$ cat src/rtl/mpadd_pkg.sv
// mpadd_pkg: shared types and helpers for the multi-precision add sequencer.
//   mpadd_state_t : sequencer FSM state encoding {IDLE, BUSY, DONE}
//   MPADD_CNT_W   : slice-counter width for N slices, max(1, clog2(N))
package mpadd_pkg;

  typedef enum logic [1:0] {
    IDLE = 2'd0,
    BUSY = 2'd1,
    DONE = 2'd2
  } mpadd_state_t;

  function automatic int MPADD_CNT_W(input int n);
    return (n <= 2) ? 1 : $clog2(n);
  endfunction

endpackage

$ cat src/rtl/cla.sv
// cla: W-bit adder built from generate/propagate terms.
// Ports:
//   i_a, i_b : W-bit addends
//   i_cin    : carry into bit 0
//   o_sum    : W-bit sum
//   o_cout   : carry out of bit W-1
module cla #(
  parameter int W = 32
) (
  input  logic [W-1:0] i_a,
  input  logic [W-1:0] i_b,
  input  logic         i_cin,
  output logic [W-1:0] o_sum,
  output logic         o_cout
);

  logic [W-1:0] w_g;
  logic [W-1:0] w_p;
  logic [W:0]   w_c;

  assign w_g = i_a & i_b;
  assign w_p = i_a ^ i_b;

  always_comb begin
    w_c    = '0;
    w_c[0] = i_cin;
    for (int i = 0; i < W; i++) begin
      w_c[i+1] = w_g[i] | (w_p[i] & w_c[i]);
    end
  end

  assign o_sum  = w_p ^ w_c[W-1:0];
  assign o_cout = w_c[W];

endmodule

$ cat src/rtl/mpadd_seq.sv
// mpadd_seq: N*W-bit adder that time-multiplexes one W-bit cla over N cycles,
// least-significant slice first, with the carry chained through a register.
// Optional feature macro: MPADD_SUB_EN (adds i_sub; A - B when i_sub = 1).
// Ports:
//   clk, arst_n          : clock (rising edge), async active-low reset
//   i_in_valid/o_in_ready: operand handshake
//   i_a, i_b, i_cin      : N*W-bit operands and carry-in to slice 0
//   i_sub                : subtract select (MPADD_SUB_EN only)
//   o_out_valid/i_out_ready : result handshake
//   o_y, o_cout          : N*W-bit sum and carry out of slice N-1
//
// state | meaning
// IDLE  | waiting for an operand, o_in_ready = 1
// BUSY  | one slice added per cycle, slice counter 0..N-1
// DONE  | result held on o_y/o_cout, o_out_valid = 1
module mpadd_seq
  import mpadd_pkg::*;
#(
  parameter int W = 32,
  parameter int N = 4
) (
  input  logic           clk,
  input  logic           arst_n,
  input  logic           i_in_valid,
  output logic           o_in_ready,
  input  logic [N*W-1:0] i_a,
  input  logic [N*W-1:0] i_b,
  input  logic           i_cin,
`ifdef MPADD_SUB_EN
  input  logic           i_sub,
`endif
  output logic           o_out_valid,
  input  logic           i_out_ready,
  output logic [N*W-1:0] o_y,
  output logic           o_cout
);

  localparam int NW = N * W;
  localparam int CW = MPADD_CNT_W(N);

  mpadd_state_t  r_state;
  logic [NW-1:0] r_a;
  logic [NW-1:0] r_b;
  logic [NW-1:0] r_y;
  logic          r_c;
  logic [CW-1:0] r_cnt;

  logic [W-1:0]  w_sum;
  logic          w_cout;
  logic [NW-1:0] w_a_shr;
  logic [NW-1:0] w_b_shr;
  logic [NW-1:0] w_y_next;
  logic [NW-1:0] w_b_load;
  logic          w_c_load;
  logic          w_in_ready;
  logic          w_accept;

  // Subtract is A + ~B + 1, so the stored B is inverted and the carry forced.
`ifdef MPADD_SUB_EN
  assign w_b_load = i_sub ? ~i_b : i_b;
  assign w_c_load = i_sub ? 1'b1 : i_cin;
`else
  assign w_b_load = i_b;
  assign w_c_load = i_cin;
`endif

  // Ready in DONE only when the consumer takes the result this cycle.
  assign w_in_ready = (r_state == IDLE) || ((r_state == DONE) && i_out_ready);
  assign w_accept   = w_in_ready && i_in_valid;

  cla #(.W(W)) u_cla (
    .i_a   (r_a[W-1:0]),
    .i_b   (r_b[W-1:0]),
    .i_cin (r_c),
    .o_sum (w_sum),
    .o_cout(w_cout)
  );

  // New slice sum enters at the top; after N shifts slice 0 sits at the bottom.
  generate
    if (N == 1) begin : g_one
      assign w_a_shr  = '0;
      assign w_b_shr  = '0;
      assign w_y_next = w_sum;
    end else begin : g_many
      assign w_a_shr  = {{W{1'b0}}, r_a[NW-1:W]};
      assign w_b_shr  = {{W{1'b0}}, r_b[NW-1:W]};
      assign w_y_next = {w_sum, r_y[NW-1:W]};
    end
  endgenerate

  always_ff @(posedge clk or negedge arst_n) begin
    if (!arst_n) begin
      r_state <= IDLE;
      r_a     <= '0;
      r_b     <= '0;
      r_y     <= '0;
      r_c     <= 1'b0;
      r_cnt   <= '0;
    end else if (w_accept) begin
      r_a     <= i_a;
      r_b     <= w_b_load;
      r_c     <= w_c_load;
      r_cnt   <= '0;
      r_state <= BUSY;
    end else begin
      case (r_state)
        BUSY: begin
          r_a   <= w_a_shr;
          r_b   <= w_b_shr;
          r_y   <= w_y_next;
          r_c   <= w_cout;
          r_cnt <= r_cnt + CW'(1);
          if (r_cnt == CW'(N - 1)) r_state <= DONE;
        end
        DONE: begin
          if (i_out_ready) r_state <= IDLE;
        end
        IDLE: ;
        default: r_state <= IDLE;
      endcase
    end
  end

  assign o_in_ready  = w_in_ready;
  assign o_out_valid = (r_state == DONE);
  assign o_y         = r_y;
  assign o_cout      = r_c;

endmodule

$ cat config.mk
export PLATFORM = sky130hd
export DESIGN_NAME = mpadd_seq
export DESIGN_NICKNAME = d
export VERILOG_FILES = /design/src/rtl/mpadd_pkg.sv /design/src/rtl/cla.sv /design/src/rtl/mpadd_seq.sv
export SDC_FILE = /design/constraint.sdc
export NUM_CORES = 1
export LEC_CHECK = 0
export ABC_AREA = 1
export BUFFER_PORTS_ARGS = -buffer_cell sky130_fd_sc_hd__buf_2
export CAP_MARGIN = 20
export CORE_MARGIN = 3
export CORE_UTILIZATION = 56
export DETAILED_ROUTE_END_ITERATION = 6
export GPL_ROUTABILITY_DRIVEN = 0
export PLACE_DENSITY = 0.87
export SYNTH_ARGS = -nofsm -noshare
export SYNTH_HDL_FRONTEND = slang
export SYNTH_SLANG_ARGS = --single-unit
$ cat constraint.sdc
create_clock -name clk -period 17.3 [get_ports clk]
set_input_delay 2.595 -clock clk [delete_from_list [all_inputs] [get_ports clk]]
set_output_delay 2.595 -clock clk [all_outputs]
set_load 0.03 [all_outputs]
==> run_results.csv <==
group,metric,value,unit
worst_setup_path,crit_fanout,3,
timing,finalCriticalPeriod,13.39,ns
power_and_ir_drop,peakVddDrop,0.1340,mV
synth,synth-seq-cells,389,
floorplanning,initial_utilization,57.29,%
worst_setup_path,r2r_slack,3.91,ns
worst_setup_path,reg2reg_depth,36,
synth,synth.largest_area_cell,"dfrtp_1",
synth,synth_area,19360,um^2
clocking,hold_buffers,0,
power_and_ir_drop,p_per_area,211.2,nW/um^2
synth,ys_seq_area_share,50.29,%
global_route,grt_pass1_vias,16636,
global_route,track_usage,29.42,%
clocking,clk_latency,0.53,ns
synth,yosysWarnings,0,
finish,drive_above_1_share,17.15,%
clocking,htreeDepth,2,
power_and_ir_drop,p_leak,13.01,nW
worst_setup_path,critical_path.most_common_cell,"fa_1",
timing,fin_worst_skew,0.01528,ns
finish,final_common_cell,"nand2_1",
worst_hold_path,hold_path_class,"flop to flop",
timing,rsz0062_at_grt,"no",
synth,synth_top_area_share,50.29,%
power_and_ir_drop,p_int,0.002572,W
worst_setup_path,worstPathArrival,13.82,ns
finish,nNetsFinal,3060,
worst_setup_path,path_class,"flop to flop",
routing,antenna_left,0,
worst_setup_path,crit_path_end_kind,"flop",
power_and_ir_drop,p_sw_share,46.31,%
finish,num_antenna_cells,0,
power_and_ir_drop,pwr-share-comb,46.8,%
power_and_ir_drop,p_clk_share,19.2,%
clocking,ctsResizeCount,0,
timing,min_period_over_period,77.39,%
global_route,grt_pass1_wl,86640,um
worst_setup_path,slowest_delay,0.43,ns
global_route,grt.overflow.total,0,
worst_setup_path,cp-endpoint,"o_y[127]",
synth,syn_nets,2808,
floorplanning,placeableCoreArea,33780,um^2
synth,synth_cell_type_count,16,
finish,synthToLayoutAreaGrowth,17.19,%
routing,avgRoutedWirePerCell,16.87,um
finish,stdcell_area,22680,um^2
worst_setup_path,r2r-end,"o_y[127]",
routing,firstDrtPassIters,6,
clocking,tritoncts,"built",
synth,ys_top_cells_by_area,"dfrtp_1, nand2_1, nand3_1",
clocking,clkTransAtPathRegs,0.06,ns
worst_setup_path,slowest_stage,"fa_1",
timing,setup_viol,0,
floorplanning,die_h,191.9,um
routing,first_iter_violations,1801,
clocking,cts_root_buf,"clkbuf_16",
power_and_ir_drop,power_switching,0.002218,W
clocking,clockBufferDepth,3,
placed_design,place_area,21170,um^2
worst_setup_path,critPathLaunch,"o_cout",
routing,drc,0,
worst_setup_path,cp.required,17.73,ns
timing,fmax,74.69,MHz
placed_design,portBuffers,391,
floorplanning,io_pins,392,
floorplanning,die_width,191.9,um
routing,via_per_inst,5.471,
run_status,status,"finished, final reports clean",
timing,maxSlewHeadroom,18.45,%
global_route,grt_max_degree,297,
timing,hold_violations,0,
timing,worst_pin_slew,1.223,ns
global_route,antenna_found_initial,1,
floorplanning,die_area,36830,um^2
timing,slew_violations,0,
placed_design,dp_hpwl,37140,um
timing,timing.hold.ws,0.4789,ns
clocking,cts_buffers,42,
synth,netlist_instances,2514,
worst_setup_path,startpoint_type,"flop",
finish,mostFrequentLayoutCells,"nand2_1, buf_2, dfrtp_1",
timing,fin_tns_setup,0,ns
synth,syn_avg_cell_area,7.699,um^2
clocking,cts_sinks,389,
worst_setup_path,r2r_start,"o_cout",
routing,routed_wl,54760,um
routing,vias,17764,
clocking,post_cts_buffers,0,
floorplanning,rows,67,
power_and_ir_drop,seq_power_share,34.0,%
flow_run,cap_violations,0,
metal layers:
| metal | track usage [%] | vias up | part of all wire, % |
|---|---|---|---|
| li1 | - | 8470 | - |
| met1 | 40.55 | 8256 | 41 |
| met2 | 45.77 | 906 | 45 |
| met3 | 5.202 | 130 | 9.0 |
| met4 | 13.43 | 2 | 4.8 |
| met5 | 0 | - | 0.020 |
critical path: cells and delay by family, from the launching register on:
| kind | cells | cell delay (ns) |
|---|---|---|
| adders and majority gates | 32 | 12.55 |
| DFF | 1 | 0.39 |
| buffers and inverters | 3 | 0.22 |
| AOI/OAI and AO/OA | 1 | 0.16 |
how the worst min path moves through the flow:
| stage | from | endpoint | slack, ns | cells past startpoint |
|---|---|---|---|---|
| after global placement | o_y[31] | o_y[31] | 0.46 | 2 |
| after CTS | o_y[20] | o_y[20] | 0.48 | 2 |
| after detailed placement | o_y[20] | o_y[20] | 0.47 | 2 |
| after floorplan | r_a[100] | r_a[100] | 0.47 | 2 |
| after global routing | o_y[0] | o_y[0] | 0.50 | 2 |
| final | o_y[20] | o_y[20] | 0.48 | 2 |
stage by stage:
stage | worst slack [ns] | total power [W] | util, % | std cells
2_1_floorplan | 4.460 | 0.003198 | - | 2514
3_3_place_gp | 4.184 | 0.003753 | 62.67 | 3167
3_5_place_dp | 3.986 | 0.003847 | 62.67 | 3167
4_1_cts | 3.952 | 0.004785 | 66.92 | 3244
5_1_grt | 3.574 | 0.005188 | 67.14 | 3247
6_report | 3.911 | 0.004791 | 67.14 | 3247
cell type report:
| cell class | instances | area (um^2) |
|---|---|---|
| clock inverter | 15 | 210.2 |
| tap | 448 | 560.5 |
| fill | 2776 | 11100 |
| sequential | 389 | 9734 |
| timing repair buffer | 407 | 2183 |
| multi-input combinational | 1657 | 7754 |
| inverter | 269 | 1015 |
| clock buffer | 62 | 1226 |
synthesized netlist by cell type:
cell type / number
nand3_1: 258
nor2_1: 2
buf_4: 13
xor2_1: 1
nand2_1: 1042
clkbuf_1: 95
inv_1: 268
buf_1: 15
dfrtp_1: 389
o21ai_0: 127
inv_2: 1
ha_1: 1
fa_1: 32
buf_2: 76
nor2_2: 1
nand4_1: 193
power by group through the flow:
stage          sequential [W]  combinational [W]  clock (W)
3_5_place_dp          0.00164            0.00221          0
6_report              0.00163            0.00224   0.000919
5_1_grt               0.00168            0.00254   0.000975
3_3_place_gp          0.00161            0.00214          0
2_1_floorplan         0.00184            0.00136          0
4_1_cts               0.00163            0.00222   0.000935
registers in the layout, summed over array words and instances (netlist names):
register	count
r_b	128
r_a	128
o_cout	1
r_cnt	2
o_y	128
r_state	2
cells by family after synthesis:
group	after synthesis	synth area share [%]
compound gates	127	3.284
xor+xnor	1	0.04526
fa+ha+maj	33	3.374
buf+inv	468	9.819
flops	389	50.29
simple gates	1496	33.19
Power figures use the tool's default switching activity.
